[src/rtl/altr_hps_rst_seq.sv]
// ---------------------------------------------------------------------------
// altr_hps_rst_seq
//
// Reset-release sequencer for NUM_DOM downstream reset domains.
//   * After block reset the domains are released one at a time, lowest index
//     first, with a gap of dly_cfg+1 cycles between releases.
//   * A warm-reset request (rst_req) puts the released domains back into
//     reset, highest index first, one per cycle. The request is then
//     acknowledged on rst_ack with a 4-phase handshake.
//   * scan_mode bypasses the sequencer so that every domain reset follows
//     rst_n combinationally.
//
// Ports
//   clk        block clock
//   rst_n      block reset, synchronous, active-low
//   scan_mode  1 = every dom_rst_n bit follows rst_n
//   dly_cfg    release gap minus one, sampled at each counter reload
//   rst_req    warm-reset request (level, 4-phase)
//   rst_ack    warm-reset acknowledge
//   dom_rst_n  per-domain reset, active-low; bit 0 is released first
//   seq_done   all domains released and the block is idle
// ---------------------------------------------------------------------------
module altr_hps_rst_seq #(
    parameter int NUM_DOM = 4,
    parameter int CNT_W   = 8
) (
    input  logic               clk,
    input  logic               rst_n,
    input  logic               scan_mode,
    input  logic [CNT_W-1:0]   dly_cfg,
    input  logic               rst_req,
    output logic               rst_ack,
    output logic [NUM_DOM-1:0] dom_rst_n,
    output logic               seq_done
);

    localparam int IDX_W = (NUM_DOM > 1) ? $clog2(NUM_DOM) : 1;
    localparam logic [IDX_W-1:0] LAST_IDX = IDX_W'(NUM_DOM - 1);

    typedef enum logic [1:0] {
        S_REL    = 2'd0,   // releasing domains in ascending order
        S_ACTIVE = 2'd1,   // all domains released, idle
        S_ASSERT = 2'd2,   // re-asserting domains in descending order
        S_HOLD   = 2'd3    // all domains in reset, acknowledging request
    } state_t;

    state_t             state_q, state_d;
    logic [CNT_W-1:0]   cnt_q,   cnt_d;
    logic [IDX_W-1:0]   idx_q,   idx_d;
    logic [NUM_DOM-1:0] dom_q,   dom_d;
    logic               ack_q,   ack_d;
    logic               done_q,  done_d;

    // dom_q is kept thermometer-coded: releasing shifts a one in at the
    // bottom, re-asserting shifts the top one out. That way a higher domain
    // can never be out of reset while a lower one is still held.
    always_comb begin
        // NOTE: every variable gets its hold value first so that paths which
        // do not assign it cannot infer a latch.
        state_d = state_q;
        cnt_d   = cnt_q;
        idx_d   = idx_q;
        dom_d   = dom_q;
        ack_d   = ack_q;
        done_d  = done_q;

        case (state_q)
            S_REL: begin
                if (rst_req) begin
                    // Abort: only domains already released need clearing.
                    if (dom_q == '0) begin
                        state_d = S_HOLD;
                        ack_d   = 1'b1;
                    end else begin
                        dom_d   = dom_q >> 1;
                        state_d = S_ASSERT;
                    end
                end else if (cnt_q == '0) begin
                    dom_d = (dom_q << 1) | NUM_DOM'(1);
                    cnt_d = dly_cfg;
                    if (idx_q == LAST_IDX) begin
                        state_d = S_ACTIVE;
                        done_d  = 1'b1;
                    end else begin
                        idx_d = idx_q + IDX_W'(1);
                    end
                end else begin
                    cnt_d = cnt_q - CNT_W'(1);
                end
            end

            S_ACTIVE: begin
                if (rst_req) begin
                    dom_d   = dom_q >> 1;
                    done_d  = 1'b0;
                    state_d = S_ASSERT;
                end
            end

            S_ASSERT: begin
                // The acknowledge comes one edge after the last domain clears,
                // so downstream logic sees all-zero for a full cycle first.
                // A withdrawn request is ignored here; HOLD handles it.
                if (dom_q == '0) begin
                    state_d = S_HOLD;
                    ack_d   = 1'b1;
                end else begin
                    dom_d = dom_q >> 1;
                end
            end

            S_HOLD: begin
                if (!rst_req) begin
                    ack_d   = 1'b0;
                    idx_d   = '0;
                    cnt_d   = dly_cfg;
                    state_d = S_REL;
                end
            end

            default: state_d = S_REL;
        endcase
    end

    always_ff @(posedge clk) begin
        // NOTE: sequential state uses non-blocking assignments so every
        // register samples the pre-edge values of the others.
        if (!rst_n) begin
            state_q <= S_REL;
            cnt_q   <= dly_cfg;   // keeps tracking dly_cfg while held in reset
            idx_q   <= '0;
            dom_q   <= '0;
            ack_q   <= 1'b0;
            done_q  <= 1'b0;
        end else begin
            state_q <= state_d;
            cnt_q   <= cnt_d;
            idx_q   <= idx_d;
            dom_q   <= dom_d;
            ack_q   <= ack_d;
            done_q  <= done_d;
        end
    end

    // Scan bypass is the only combinational path to an output.
    assign dom_rst_n = scan_mode ? {NUM_DOM{rst_n}} : dom_q;
    assign rst_ack   = ack_q;
    assign seq_done  = done_q;

endmodule
[config.mk]
export PLATFORM = sky130hd
export DESIGN_NAME = altr_hps_rst_seq
export DESIGN_NICKNAME = d
export VERILOG_FILES = /design/src/rtl/altr_hps_rst_seq.sv
export SDC_FILE = /design/constraint.sdc
export NUM_CORES = 1
export LEC_CHECK = 0
export BUFFER_PORTS_ARGS = -buffer_cell sky130_fd_sc_hd__buf_2
export CAP_MARGIN = 0
export CORE_AREA = 2 2 52 54
export CTS_CLUSTER_DIAMETER = 40
export DETAILED_ROUTE_END_ITERATION = 8
export DIE_AREA = 0 0 54 56
export PLACE_DENSITY = 0.69
export RECOVER_POWER = 100
export SLEW_MARGIN = 0
export SYNTH_ARGS = -nofsm -noshare
export SYNTH_HDL_FRONTEND = slang
export SYNTH_SLANG_ARGS = --single-unit
[constraint.sdc]
create_clock -name clk -period 2.6 [get_ports clk]
set_clock_uncertainty 0.05 [all_clocks]
set_input_delay 0.52 -clock clk [delete_from_list [all_inputs] [get_ports clk]]
set_output_delay 0.52 -clock clk [all_outputs]
set_load 0.01 [all_outputs]
==> impl_metrics.xml, run 1 <==
<?xml version="1.0" encoding="UTF-8"?>
<metrics>
  <group name="synth">
    <metric name="number_of_distinct_library_cell_variants_in_the_gate_level_netlist_after_synthesis" unit="">38</metric>
    <metric name="syn-instance-count" unit="">134</metric>
    <metric name="postSynthRegisterBits" unit="">18</metric>
    <metric name="synth.yosys.seq_area_share" unit="">0.3729</metric>
    <metric name="avgSynthCellArea" unit="sq um">8.814</metric>
    <metric name="cell_area_after_technology_mapping" unit="sq um">1181</metric>
    <metric name="share_of_flip_flops_with_an_asynchronous_set_or_reset" unit="">0</metric>
    <metric name="syn-num-nets" unit="">155</metric>
    <metric name="post_synth_edffs" unit="">8</metric>
    <metric name="synth.area.top_cells" unit="">sky130_fd_sc_hd__edfxtp_1 (20%), sky130_fd_sc_hd__dfxtp_1 (17%), sky130_fd_sc_hd__ha_1 (9.5%)</metric>
    <metric name="synth_largest_area_cell" unit="">sky130_fd_sc_hd__edfxtp_1</metric>
    <metric name="synth_flop_cell" unit="">sky130_fd_sc_hd__dfxtp_1</metric>
    <metric name="synth_top_cell_area_share" unit="">0.2034</metric>
    <metric name="synthesis.yosys.warnings" unit="">0</metric>
  </group>
  <group name="grt">
    <metric name="grt_remaining_overflow" unit="">0</metric>
    <metric name="grt_max_degree" unit="">13</metric>
    <metric name="grt_pass1_vias" unit="">979</metric>
    <metric name="grt_first_pass_wirelength" unit="mm">4.188</metric>
    <metric name="antenna_found_initial" unit="">0</metric>
    <metric name="grt_util_all_layers" unit="">0.1823</metric>
  </group>
  <group name="layout">
    <metric name="most_common_library_cell_in_the_layout_ignoring_fill_and_taps" unit="">sky130_fd_sc_hd__inv_1</metric>
    <metric name="layout_common_cells" unit="">sky130_fd_sc_hd__inv_1 (14), sky130_fd_sc_hd__nor2_1 (13), sky130_fd_sc_hd__nand2_1 (12), sky130_fd_sc_hd__buf_2 (11)</metric>
    <metric name="fraction_of_final_layout_cells_sized_beyond_drive_strength_1" unit="">0.1364</metric>
    <metric name="antenna-diode-count" unit="">0</metric>
    <metric name="syn_to_final_growth" unit="%">11.65</metric>
    <metric name="finalNetCount" unit="">176</metric>
    <metric name="layout.cell_area.non_filler" unit="sq um">1319</metric>
  </group>
  <group name="clocking">
    <metric name="numCtsBuffers" unit="">3</metric>
    <metric name="cts.reportedPaths.clkPinSlew" unit="ps">110</metric>
    <metric name="cts_tree" unit="">done</metric>
    <metric name="ctsLongestPathBuffers" unit="">2</metric>
    <metric name="ctsResizeCount" unit="">0</metric>
    <metric name="clock_tree.root_cell" unit="">sky130_fd_sc_hd__clkbuf_4</metric>
    <metric name="post_cts.repair.setup_buffers" unit="">0</metric>
    <metric name="tritoncts_num_sinks" unit="">18</metric>
    <metric name="htreeDepth" unit="">1</metric>
    <metric name="post_cts_hold_buffer_count" unit="">0</metric>
    <metric name="clock_insertion_delay_worst_skew" unit="ps">300</metric>
  </group>
  <group name="worst_setup_path">
    <metric name="cp-end-kind" unit="">flop</metric>
    <metric name="rr_worst_depth" unit="">8</metric>
    <metric name="r2r_setup_slack" unit="ps">470</metric>
    <metric name="crit_arrival" unit="ps">2130</metric>
    <metric name="worst-endpoint-required" unit="ps">2600</metric>
    <metric name="timing.critical_path.to" unit="">cnt_q[4]</metric>
    <metric name="critical_path.reg2reg.startpoint" unit="">cnt_q[0]</metric>
    <metric name="critical_path.startpoint_type" unit="">flop</metric>
    <metric name="r2r-end" unit="">cnt_q[4]</metric>
    <metric name="critical_path_peak_fanout" unit="">8</metric>
    <metric name="critPathLaunch" unit="">cnt_q[0]</metric>
    <metric name="timing_worst_setup_path_type" unit="">flop to flop</metric>
  </group>
  <group name="drt">
    <metric name="via_per_inst" unit="">5.636</metric>
    <metric name="antenna_violating_nets_post_route" unit="">0</metric>
    <metric name="count_of_routing_violations_after_the_opening_detailed_route_iteration" unit="">22</metric>
    <metric name="routedWlPerCell" unit="um">13.22</metric>
    <metric name="remaining_drc_errors" unit="">0</metric>
    <metric name="first_pass_iters" unit="">4</metric>
    <metric name="vias" unit="">1037</metric>
    <metric name="postRouteWirelength" unit="mm">2.432</metric>
  </group>
  <group name="placement">
    <metric name="dp_hpwl" unit="mm">1.866</metric>
    <metric name="placed_cell_area" unit="sq um">1308</metric>
    <metric name="buffer_ports.inserted" unit="">17</metric>
    <metric name="finalWeightedCongestion" unit="">0.8296</metric>
  </group>
  <group name="power_and_ir_drop">
    <metric name="vdd_drop_max" unit="V">0.0005213</metric>
    <metric name="power_per_cell_area" unit="nW/um^2">793.0</metric>
    <metric name="p_leak" unit="uW">0.0004927</metric>
    <metric name="totalPowerFinal" unit="uW">1046</metric>
  </group>
  <group name="job">
    <metric name="max_cap_violations" unit="">0</metric>
  </group>
  <group name="timing">
    <metric name="worstMarginPinSlew" unit="ps">622.4</metric>
    <metric name="fmaxAchievable" unit="MHz">468.4</metric>
    <metric name="setup_total_negative_slack" unit="ps">0</metric>
    <metric name="finalMaxSlewViolations" unit="">0</metric>
    <metric name="final.min_clock_period" unit="ps">2135</metric>
    <metric name="hold_violations" unit="">0</metric>
    <metric name="maxSlewHeadroom" unit="">0.5812</metric>
    <metric name="setup_repair_after_global_routing_missed_its_margin" unit="">no</metric>
    <metric name="layout_worst_path_cycle_share" unit="">0.8211</metric>
    <metric name="hold-worst-slack" unit="ps">467.8</metric>
    <metric name="setup_violations" unit="">0</metric>
  </group>
  <group name="floorplan">
    <metric name="ios" unit="">18</metric>
    <metric name="fp-row-count" unit="">18</metric>
    <metric name="fp.dieH" unit="um">56</metric>
    <metric name="fp.dieW" unit="um">54</metric>
    <metric name="initial_utilization" unit="">0.4856</metric>
    <metric name="die_area" unit="sq um">3024</metric>
    <metric name="floorplan.core_area" unit="sq um">2432</metric>
  </group>
  <group name="run_status">
    <metric name="run_status" unit="">finished clean</metric>
  </group>
  <group name="hold_path">
    <metric name="timing.hold.worst.class" unit="">flop to flop</metric>
  </group>
</metrics>
[metal layers]
metal,vias up,GRT usage,wire (um)
met3,5,0.02419,74
li1,529,-,-
met2,19,0.3031,1178
met5,-,0,0
met4,0,0.06429,36
met1,484,0.2342,1143
[worst max-delay path, cell delays in order (launching register included)]
cell and delay (ps):
sky130_fd_sc_hd__edfxtp_1 430, sky130_fd_sc_hd__inv_1 120, sky130_fd_sc_hd__ha_1 160, sky130_fd_sc_hd__nor3b_1 330
sky130_fd_sc_hd__a21boi_0 150, sky130_fd_sc_hd__clkbuf_1 220, sky130_fd_sc_hd__clkbuf_1 230, sky130_fd_sc_hd__nor2_1 150
sky130_fd_sc_hd__a21oi_1 60
[through the flow]
step           cells  setup WS, ps  utilization
2_1_floorplan    134         768.9            -
3_3_place_gp     180         561.4       0.5376
3_5_place_dp     180         480.6       0.5376
4_1_cts          184         474.5       0.5484
5_1_grt          184         237.2       0.5422
6_report         184         465.1       0.5422
[power by group]
group          switching (uW)  internal, uW
combinational             273           184
sequential               72.9           374
clock                    86.6          55.8
total                     432           613
[cells by family after synthesis]
family | Yosys count | synth area share
adder cells (fa/ha/maj) | 9 | 0.09534
AND/OR/NAND/NOR | 44 | 0.1992
multiplexers | 4 | 0.03496
flip-flops | 18 | 0.3729
AO/OA/AOI/OAI | 36 | 0.1992
buffers and inverters | 17 | 0.05402
XOR/XNOR | 6 | 0.04449
[worst min path at each step]
stage / endpoint / startpoint / cells after the start
after floorplan: dom_q[3] / dom_q[3] / 2
after global placement: dom_q[3] / dom_q[3] / 2
after CTS: dom_q[3] / dom_q[3] / 2
final: dom_q[3] / dom_q[3] / 2
after global routing: cnt_q[0] / dly_cfg[0] / 2
after detailed placement: dom_q[3] / dom_q[3] / 2
[registers in the layout, summed over array words and instances, names as in the netlist]
signal and flops:
rst_ack 1, state_q 2, seq_done 1, idx_q 2, dom_q 4, cnt_q 8
[synthesized netlist by cell type (2+ instances only)]
cell,n
sky130_fd_sc_hd__nor2_1,13
sky130_fd_sc_hd__edfxtp_1,8
sky130_fd_sc_hd__o21ai_0,10
sky130_fd_sc_hd__o31ai_1,4
sky130_fd_sc_hd__dfxtp_1,10
sky130_fd_sc_hd__nor3_1,2
sky130_fd_sc_hd__or4_1,2
sky130_fd_sc_hd__xnor2_1,4
sky130_fd_sc_hd__clkbuf_1,3
sky130_fd_sc_hd__a21oi_1,9
sky130_fd_sc_hd__ha_1,9
sky130_fd_sc_hd__xor2_1,2
sky130_fd_sc_hd__nand4_1,2
sky130_fd_sc_hd__nand2_1,12
sky130_fd_sc_hd__nor3b_1,2
sky130_fd_sc_hd__a211oi_1,2
sky130_fd_sc_hd__nand3_1,2
sky130_fd_sc_hd__inv_1,14
sky130_fd_sc_hd__o2bb2ai_1,2
sky130_fd_sc_hd__mux2i_1,3
sky130_fd_sc_hd__nor4_1,2
[final cells by class]
class | instances | area [sq um]
fill | 234 | 1114
multi-input combinational | 99 | 676.9
tap | 30 | 37.54
clock buffer | 3 | 22.52
sequential | 18 | 440.4
inverter | 14 | 52.55
clock inverter | 1 | 3.754
timing repair buffer | 19 | 85.08
Power figures use the tool's default switching activity.
==> run 2, diff against run 1 <==
==> constraint.sdc (replaced) <==
create_clock -name clk -period 2.1 [get_ports clk]
set_clock_uncertainty 0.05 [all_clocks]
set_input_delay 0.42 -clock clk [delete_from_list [all_inputs] [get_ports clk]]
set_output_delay 0.42 -clock clk [all_outputs]
set_load 0.01 [all_outputs]
==> impl_metrics.xml, run 2 (synthesized netlist as in run 1, its figures left out) <==
<?xml version="1.0" encoding="UTF-8"?>
<metrics>
  <group name="run_status">
    <metric name="run_status" unit="">finished clean</metric>
  </group>
  <group name="worst_setup_path">
    <metric name="crit_arrival" unit="ps">2120</metric>
    <metric name="cell_by_cell_trace_of_the_critical_path" unit="">inv_1 &gt; ha_1 &gt; nor4b_2 &gt; a211oi_2 &gt; or3_1 &gt; a21oi_1</metric>
    <metric name="timing.critical_path.slowest_cell_delay" unit="ps">400</metric>
    <metric name="critical_path.startpoint_type" unit="">flop</metric>
    <metric name="rr_worst_depth" unit="">6</metric>
    <metric name="timing_worst_setup_path_type" unit="">flop to flop</metric>
    <metric name="cp-end-kind" unit="">flop</metric>
    <metric name="r2r-end" unit="">state_q[0]</metric>
    <metric name="worst-endpoint-required" unit="ps">2290</metric>
    <metric name="critical_path.reg2reg.startpoint" unit="">state_q[1]</metric>
    <metric name="r2r_setup_slack" unit="ps">170</metric>
    <metric name="critPathLaunch" unit="">state_q[1]</metric>
    <metric name="cp_slowest_cell" unit="">sky130_fd_sc_hd__or3_1</metric>
    <metric name="critical_path_peak_fanout" unit="">5</metric>
  </group>
  <group name="layout">
    <metric name="stdcell_count" unit="">184</metric>
    <metric name="layout.cell_area.non_filler" unit="sq um">1336</metric>
    <metric name="antenna-diode-count" unit="">0</metric>
    <metric name="largest-register" unit="">cnt_q</metric>
    <metric name="n_fill_cell" unit="">235</metric>
    <metric name="max_reg_flops" unit="">8</metric>
    <metric name="fraction_of_final_layout_cells_sized_beyond_drive_strength_1" unit="">0.1623</metric>
    <metric name="layout_common_cells" unit="">sky130_fd_sc_hd__inv_1 (14), sky130_fd_sc_hd__nand2_1 (12), sky130_fd_sc_hd__nor2_1 (12), sky130_fd_sc_hd__buf_2 (11)</metric>
    <metric name="syn_to_final_growth" unit="%">13.14</metric>
    <metric name="finalNetCount" unit="">176</metric>
    <metric name="top_regs" unit="">cnt_q: 8 flops, dom_q: 4 flops</metric>
    <metric name="most_common_library_cell_in_the_layout_ignoring_fill_and_taps" unit="">sky130_fd_sc_hd__inv_1</metric>
  </group>
  <group name="floorplan">
    <metric name="floorplan.core_area" unit="sq um">2432</metric>
    <metric name="fp.dieH" unit="um">56</metric>
    <metric name="ios" unit="">18</metric>
    <metric name="initial_utilization" unit="">0.4856</metric>
    <metric name="fp-row-count" unit="">18</metric>
    <metric name="die_area" unit="sq um">3024</metric>
    <metric name="fp.dieW" unit="um">54</metric>
  </group>
  <group name="power_and_ir_drop">
    <metric name="internal_power" unit="uW">771.6</metric>
    <metric name="clockPowerShare" unit="">0.136</metric>
    <metric name="p_leak" unit="uW">0.0004992</metric>
    <metric name="power.share.combinational" unit="">0.442</metric>
    <metric name="p_seq_frac" unit="">0.422</metric>
    <metric name="vdd_drop_max" unit="V">0.0006603</metric>
    <metric name="power_per_cell_area" unit="nW/um^2">985.9</metric>
    <metric name="switching_share" unit="">0.4143</metric>
    <metric name="totalPowerFinal" unit="uW">1317</metric>
    <metric name="switchingPower" unit="uW">545.8</metric>
  </group>
  <group name="drt">
    <metric name="vias" unit="">1040</metric>
    <metric name="count_of_routing_violations_after_the_opening_detailed_route_iteration" unit="">26</metric>
    <metric name="postRouteWirelength" unit="mm">2.523</metric>
    <metric name="first_pass_iters" unit="">4</metric>
    <metric name="antenna_violating_nets_post_route" unit="">0</metric>
    <metric name="via_per_inst" unit="">5.652</metric>
    <metric name="routedWlPerCell" unit="um">13.71</metric>
    <metric name="remaining_drc_errors" unit="">0</metric>
  </group>
  <group name="timing">
    <metric name="final.min_clock_period" unit="ps">1933</metric>
    <metric name="layout_worst_path_cycle_share" unit="">0.9206</metric>
    <metric name="worstMarginPinSlew" unit="ps">421.5</metric>
    <metric name="post-route-worst-setup-slack" unit="ps">166.8</metric>
    <metric name="fmaxAchievable" unit="MHz">517.3</metric>
    <metric name="setup_total_negative_slack" unit="ps">0</metric>
    <metric name="setup_repair_after_global_routing_missed_its_margin" unit="">no</metric>
    <metric name="finalMaxSlewViolations" unit="">0</metric>
    <metric name="hold_violations" unit="">0</metric>
    <metric name="maxSlewHeadroom" unit="">0.7169</metric>
    <metric name="setup_violations" unit="">0</metric>
  </group>
  <group name="clocking">
    <metric name="cts.reportedPaths.clkPinSlew" unit="ps">100</metric>
    <metric name="numCtsBuffers" unit="">3</metric>
    <metric name="clock_insertion_delay_worst_skew" unit="ps">300</metric>
    <metric name="post_cts_hold_buffer_count" unit="">0</metric>
    <metric name="tritoncts_num_sinks" unit="">18</metric>
    <metric name="cts_tree" unit="">done</metric>
    <metric name="ctsLongestPathBuffers" unit="">2</metric>
    <metric name="clock_tree.root_cell" unit="">sky130_fd_sc_hd__clkbuf_4</metric>
    <metric name="htreeDepth" unit="">1</metric>
  </group>
  <group name="placement">
    <metric name="finalWeightedCongestion" unit="">0.8378</metric>
    <metric name="placed_cell_area" unit="sq um">1308</metric>
    <metric name="buffer_ports.inserted" unit="">17</metric>
    <metric name="pre_cts_ws" unit="ps">89.85</metric>
    <metric name="placed_cells" unit="">180</metric>
    <metric name="dp_hpwl" unit="mm">1.904</metric>
  </group>
  <group name="grt">
    <metric name="grt_first_pass_wirelength" unit="mm">3.995</metric>
    <metric name="antenna_found_initial" unit="">0</metric>
    <metric name="grt_remaining_overflow" unit="">0</metric>
    <metric name="grt_pass1_vias" unit="">967</metric>
    <metric name="grt_util_all_layers" unit="">0.1749</metric>
    <metric name="grt_max_degree" unit="">14</metric>
  </group>
  <group name="hold_path">
    <metric name="worst_hold_startpoint" unit="">dly_cfg[0]</metric>
    <metric name="hold_depth" unit="">2</metric>
    <metric name="timing.hold.worst.class" unit="">input pin to flop</metric>
    <metric name="hold-path-endpoint" unit="">cnt_q[0]</metric>
  </group>
  <group name="job">
    <metric name="max_cap_violations" unit="">0</metric>
  </group>
</metrics>
## run 2: area by class of cell
cell class	count	area, sq um	share of cell area
Inverter	14	52.55	0.03933
Timing Repair Buffer	19	88.84	0.06648
Tap cell	30	37.54	0.02809
Sequential cell	18	440.4	0.3296
Multi-Input combinational cell	99	690.7	0.5169
Clock inverter	1	3.754	0.002809
Clock buffer	3	22.52	0.01685
## run 2: power groups by stage
stage	logic [uW]	clock network, uW	registers [uW]
final	583	179	556
after global routing	645	202	567
after CTS	581	189	554
after detailed placement	578	0	563
after global placement	567	0	557
after floorplan	437	0	542
## run 2: worst max-delay path by stage
stage,endpoint,cells after the start,slack (ps)
final,state_q[0],6,170
after global routing,state_q[0],6,60
after CTS,state_q[0],6,80
after detailed placement,state_q[0],6,90
after global placement,state_q[0],6,170
after floorplan,cnt_q[3],7,270
## run 2: per-stage QoR
step,hold slack (ps),utilization
after floorplan,407.3,-
after global placement,428.1,0.5376
after detailed placement,453.0,0.5376
after CTS,374.6,0.5484
after global routing,364.8,0.5494
final,379.3,0.5494
## run 2: repair_timing
action                                  in CTS  in global routing
resized for setup                            0                  4
setup buffers                                0                  0
endpoints found under the hold margin        0                  0
endpoints found under the setup margin       0                  6
## run 2: critical path: cells and delay by family, from the launching register on
family | cells | cell delay (ps)
adder cells (fa/ha/maj) | 1 | 260
flip-flops | 1 | 390
AND/OR/NAND/NOR | 2 | 750
AO/OA/AOI/OAI | 2 | 310
buffers and inverters | 1 | 120
## run 2: per-layer routing
layer	part of all wire	vias to the layer above	GRT usage
li1	-	527	-
met1	0.45	481	0.1980
met2	0.50	28	0.3049
met3	0.048	4	0.05645
met4	0.0091	0	0.04643
met5	0	-	0
==> run 3, diff against run 2 <==
--- a/config.mk
+++ b/config.mk
@@ -7,11 +7,10 @@
 export LEC_CHECK = 0
 export BUFFER_PORTS_ARGS = -buffer_cell sky130_fd_sc_hd__buf_2
 export CAP_MARGIN = 0
-export CORE_AREA = 2 2 52 54
+export CORE_AREA = 2 2 65 67
 export CTS_CLUSTER_DIAMETER = 40
 export DETAILED_ROUTE_END_ITERATION = 8
-export DIE_AREA = 0 0 54 56
-export PLACE_DENSITY = 0.69
+export DIE_AREA = 0 0 67 69
 export RECOVER_POWER = 100
 export SLEW_MARGIN = 0
 export SYNTH_ARGS = -nofsm -noshare
==> impl_metrics.xml, run 3 (synthesized netlist as in run 1, its figures left out) <==
<?xml version="1.0" encoding="UTF-8"?>
<metrics>
  <group name="run_status">
    <metric name="run_status" unit="">finished clean</metric>
  </group>
  <group name="hold_path">
    <metric name="timing.hold.worst.class" unit="">input pin to flop</metric>
    <metric name="worst_hold_startpoint" unit="">dly_cfg[1]</metric>
    <metric name="hold_depth" unit="">3</metric>
    <metric name="hold-path-endpoint" unit="">cnt_q[1]</metric>
  </group>
  <group name="timing">
    <metric name="finalMaxSlewViolations" unit="">0</metric>
    <metric name="setup_violations" unit="">0</metric>
    <metric name="worstMarginPinSlew" unit="ps">528.4</metric>
    <metric name="layout_worst_path_cycle_share" unit="">0.9392</metric>
    <metric name="setup_total_negative_slack" unit="ps">0</metric>
    <metric name="hold-worst-slack" unit="ps">445.0</metric>
    <metric name="setup_repair_after_global_routing_missed_its_margin" unit="">no</metric>
    <metric name="fmaxAchievable" unit="MHz">507.0</metric>
    <metric name="hold_violations" unit="">0</metric>
    <metric name="maxSlewHeadroom" unit="">0.6477</metric>
    <metric name="final.min_clock_period" unit="ps">1972</metric>
  </group>
  <group name="clocking">
    <metric name="clock_insertion_delay_worst_skew" unit="ps">250</metric>
    <metric name="cts.reportedPaths.clkPinSlew" unit="ps">70</metric>
    <metric name="numCtsBuffers" unit="">3</metric>
    <metric name="htreeDepth" unit="">1</metric>
    <metric name="tritoncts_num_sinks" unit="">18</metric>
    <metric name="post_cts_hold_buffer_count" unit="">0</metric>
    <metric name="clock_tree.root_cell" unit="">sky130_fd_sc_hd__clkbuf_8</metric>
    <metric name="post_cts.repair.setup_buffers" unit="">0</metric>
    <metric name="ctsResizeCount" unit="">0</metric>
    <metric name="ctsLongestPathBuffers" unit="">2</metric>
    <metric name="cts_tree" unit="">done</metric>
  </group>
  <group name="layout">
    <metric name="syn_to_final_growth" unit="%">17.27</metric>
    <metric name="largest-register" unit="">cnt_q</metric>
    <metric name="layout_common_cells" unit="">sky130_fd_sc_hd__inv_1 (14), sky130_fd_sc_hd__nand2_1 (12), sky130_fd_sc_hd__nor2_1 (12), sky130_fd_sc_hd__buf_2 (11)</metric>
    <metric name="antenna-diode-count" unit="">0</metric>
    <metric name="most_common_library_cell_in_the_layout_ignoring_fill_and_taps" unit="">sky130_fd_sc_hd__inv_1</metric>
    <metric name="fraction_of_final_layout_cells_sized_beyond_drive_strength_1" unit="">0.1677</metric>
    <metric name="finalNetCount" unit="">177</metric>
    <metric name="multi_input_area" unit="sq um">690.7</metric>
    <metric name="max_reg_flops" unit="">8</metric>
    <metric name="ff_latch_area" unit="sq um">440.4</metric>
    <metric name="n_fill_cell" unit="">424</metric>
    <metric name="final_standard_cell_utilization_of_the_core" unit="">0.3539</metric>
    <metric name="top_regs" unit="">cnt_q: 8 flops, dom_q: 4 flops</metric>
  </group>
  <group name="worst_setup_path">
    <metric name="critical_path.reg2reg.startpoint" unit="">state_q[1]</metric>
    <metric name="rr_worst_depth" unit="">6</metric>
    <metric name="crit_arrival" unit="ps">2110</metric>
    <metric name="timing_worst_setup_path_type" unit="">flop to flop</metric>
    <metric name="critical_path_peak_fanout" unit="">5</metric>
    <metric name="r2r-end" unit="">state_q[0]</metric>
    <metric name="cp-end-kind" unit="">flop</metric>
    <metric name="worst-endpoint-required" unit="ps">2240</metric>
    <metric name="r2r_setup_slack" unit="ps">130</metric>
    <metric name="critical_path.startpoint_type" unit="">flop</metric>
  </group>
  <group name="placement">
    <metric name="buffer_ports.inserted" unit="">17</metric>
    <metric name="dp_hpwl" unit="mm">1.944</metric>
    <metric name="finalWeightedCongestion" unit="">0.8089</metric>
  </group>
  <group name="grt">
    <metric name="grt_util_all_layers" unit="">0.1114</metric>
    <metric name="grt_max_degree" unit="">13</metric>
    <metric name="antenna_found_initial" unit="">0</metric>
    <metric name="grt_pass1_vias" unit="">988</metric>
    <metric name="grt_first_pass_wirelength" unit="mm">4.043</metric>
    <metric name="grt_remaining_overflow" unit="">0</metric>
  </group>
  <group name="floorplan">
    <metric name="floorplan.core_area" unit="sq um">3914</metric>
    <metric name="fp-row-count" unit="">23</metric>
    <metric name="ios" unit="">18</metric>
    <metric name="fp.dieW" unit="um">67</metric>
    <metric name="initial_utilization" unit="">0.3018</metric>
    <metric name="die_area" unit="sq um">4623</metric>
    <metric name="fp.dieH" unit="um">69</metric>
  </group>
  <group name="drt">
    <metric name="postRouteWirelength" unit="mm">2.484</metric>
    <metric name="vias" unit="">1023</metric>
    <metric name="remaining_drc_errors" unit="">0</metric>
    <metric name="count_of_routing_violations_after_the_opening_detailed_route_iteration" unit="">35</metric>
    <metric name="first_pass_iters" unit="">4</metric>
    <metric name="antenna_violating_nets_post_route" unit="">0</metric>
    <metric name="routedWlPerCell" unit="um">12.12</metric>
    <metric name="via_per_inst" unit="">4.990</metric>
  </group>
  <group name="power_and_ir_drop">
    <metric name="p_leak" unit="uW">0.0005113</metric>
    <metric name="power_per_cell_area" unit="nW/um^2">998.6</metric>
    <metric name="vdd_drop_max" unit="V">0.0004414</metric>
  </group>
  <group name="job">
    <metric name="max_cap_violations" unit="">0</metric>
  </group>
</metrics>
## run 3: worst max-delay path, cell delays in order, from the launching register on
cell and delay (ps):
sky130_fd_sc_hd__dfxtp_1 390, sky130_fd_sc_hd__inv_1 120, sky130_fd_sc_hd__ha_1 270, sky130_fd_sc_hd__nor4b_2 380, sky130_fd_sc_hd__a211oi_2 170, sky130_fd_sc_hd__or3_1 390
sky130_fd_sc_hd__a21oi_1 140
## run 3: worst max path at each step
| stage | startpoint | end | slack [ps] | cells past startpoint |
|---|---|---|---|---|
| floorplan | cnt_q[0] | cnt_q[3] | 270 | 7 |
| global placement | state_q[1] | state_q[0] | 160 | 6 |
| detailed placement | state_q[1] | dom_q[3] | 30 | 6 |
| CTS | state_q[1] | dom_q[3] | 9 | 6 |
| global route | cnt_q[0] | idx_q[0] | 30 | 6 |
| finish | state_q[1] | state_q[0] | 130 | 6 |
## run 3: layout make-up
cell class              count  area share
clock buffers               3     0.02981
well taps                  50     0.04517
multi-input cells          99      0.4986
flip-flops and latches     18      0.3180
inverters                  14     0.03794
clock inverters             1    0.002710
repair buffers             20     0.06775
## run 3: report_power, final
group	internal, uW	switching [uW]
Sequential	464	91.6
Clock	130	115
Combinational	240	344
## run 3: metrics by stage
step                      total power [uW]  std cells  cell area [sq um]  setup slack, ps
after floorplan                      979.2        134               1181            268.9
after global routing                  1486        205               1385            26.71
after detailed placement              1137        201               1340            32.04
final                                 1383        205               1385            127.7
after global placement                1125        201               1340            164.7
after CTS                             1388        205               1385            9.485
## run 3: layer usage
layer  part of all wire  track usage
met1               0.45       0.1282
met2               0.50       0.1881
met3              0.035      0.03426
met4             0.0081      0.04308
met5                  0            0
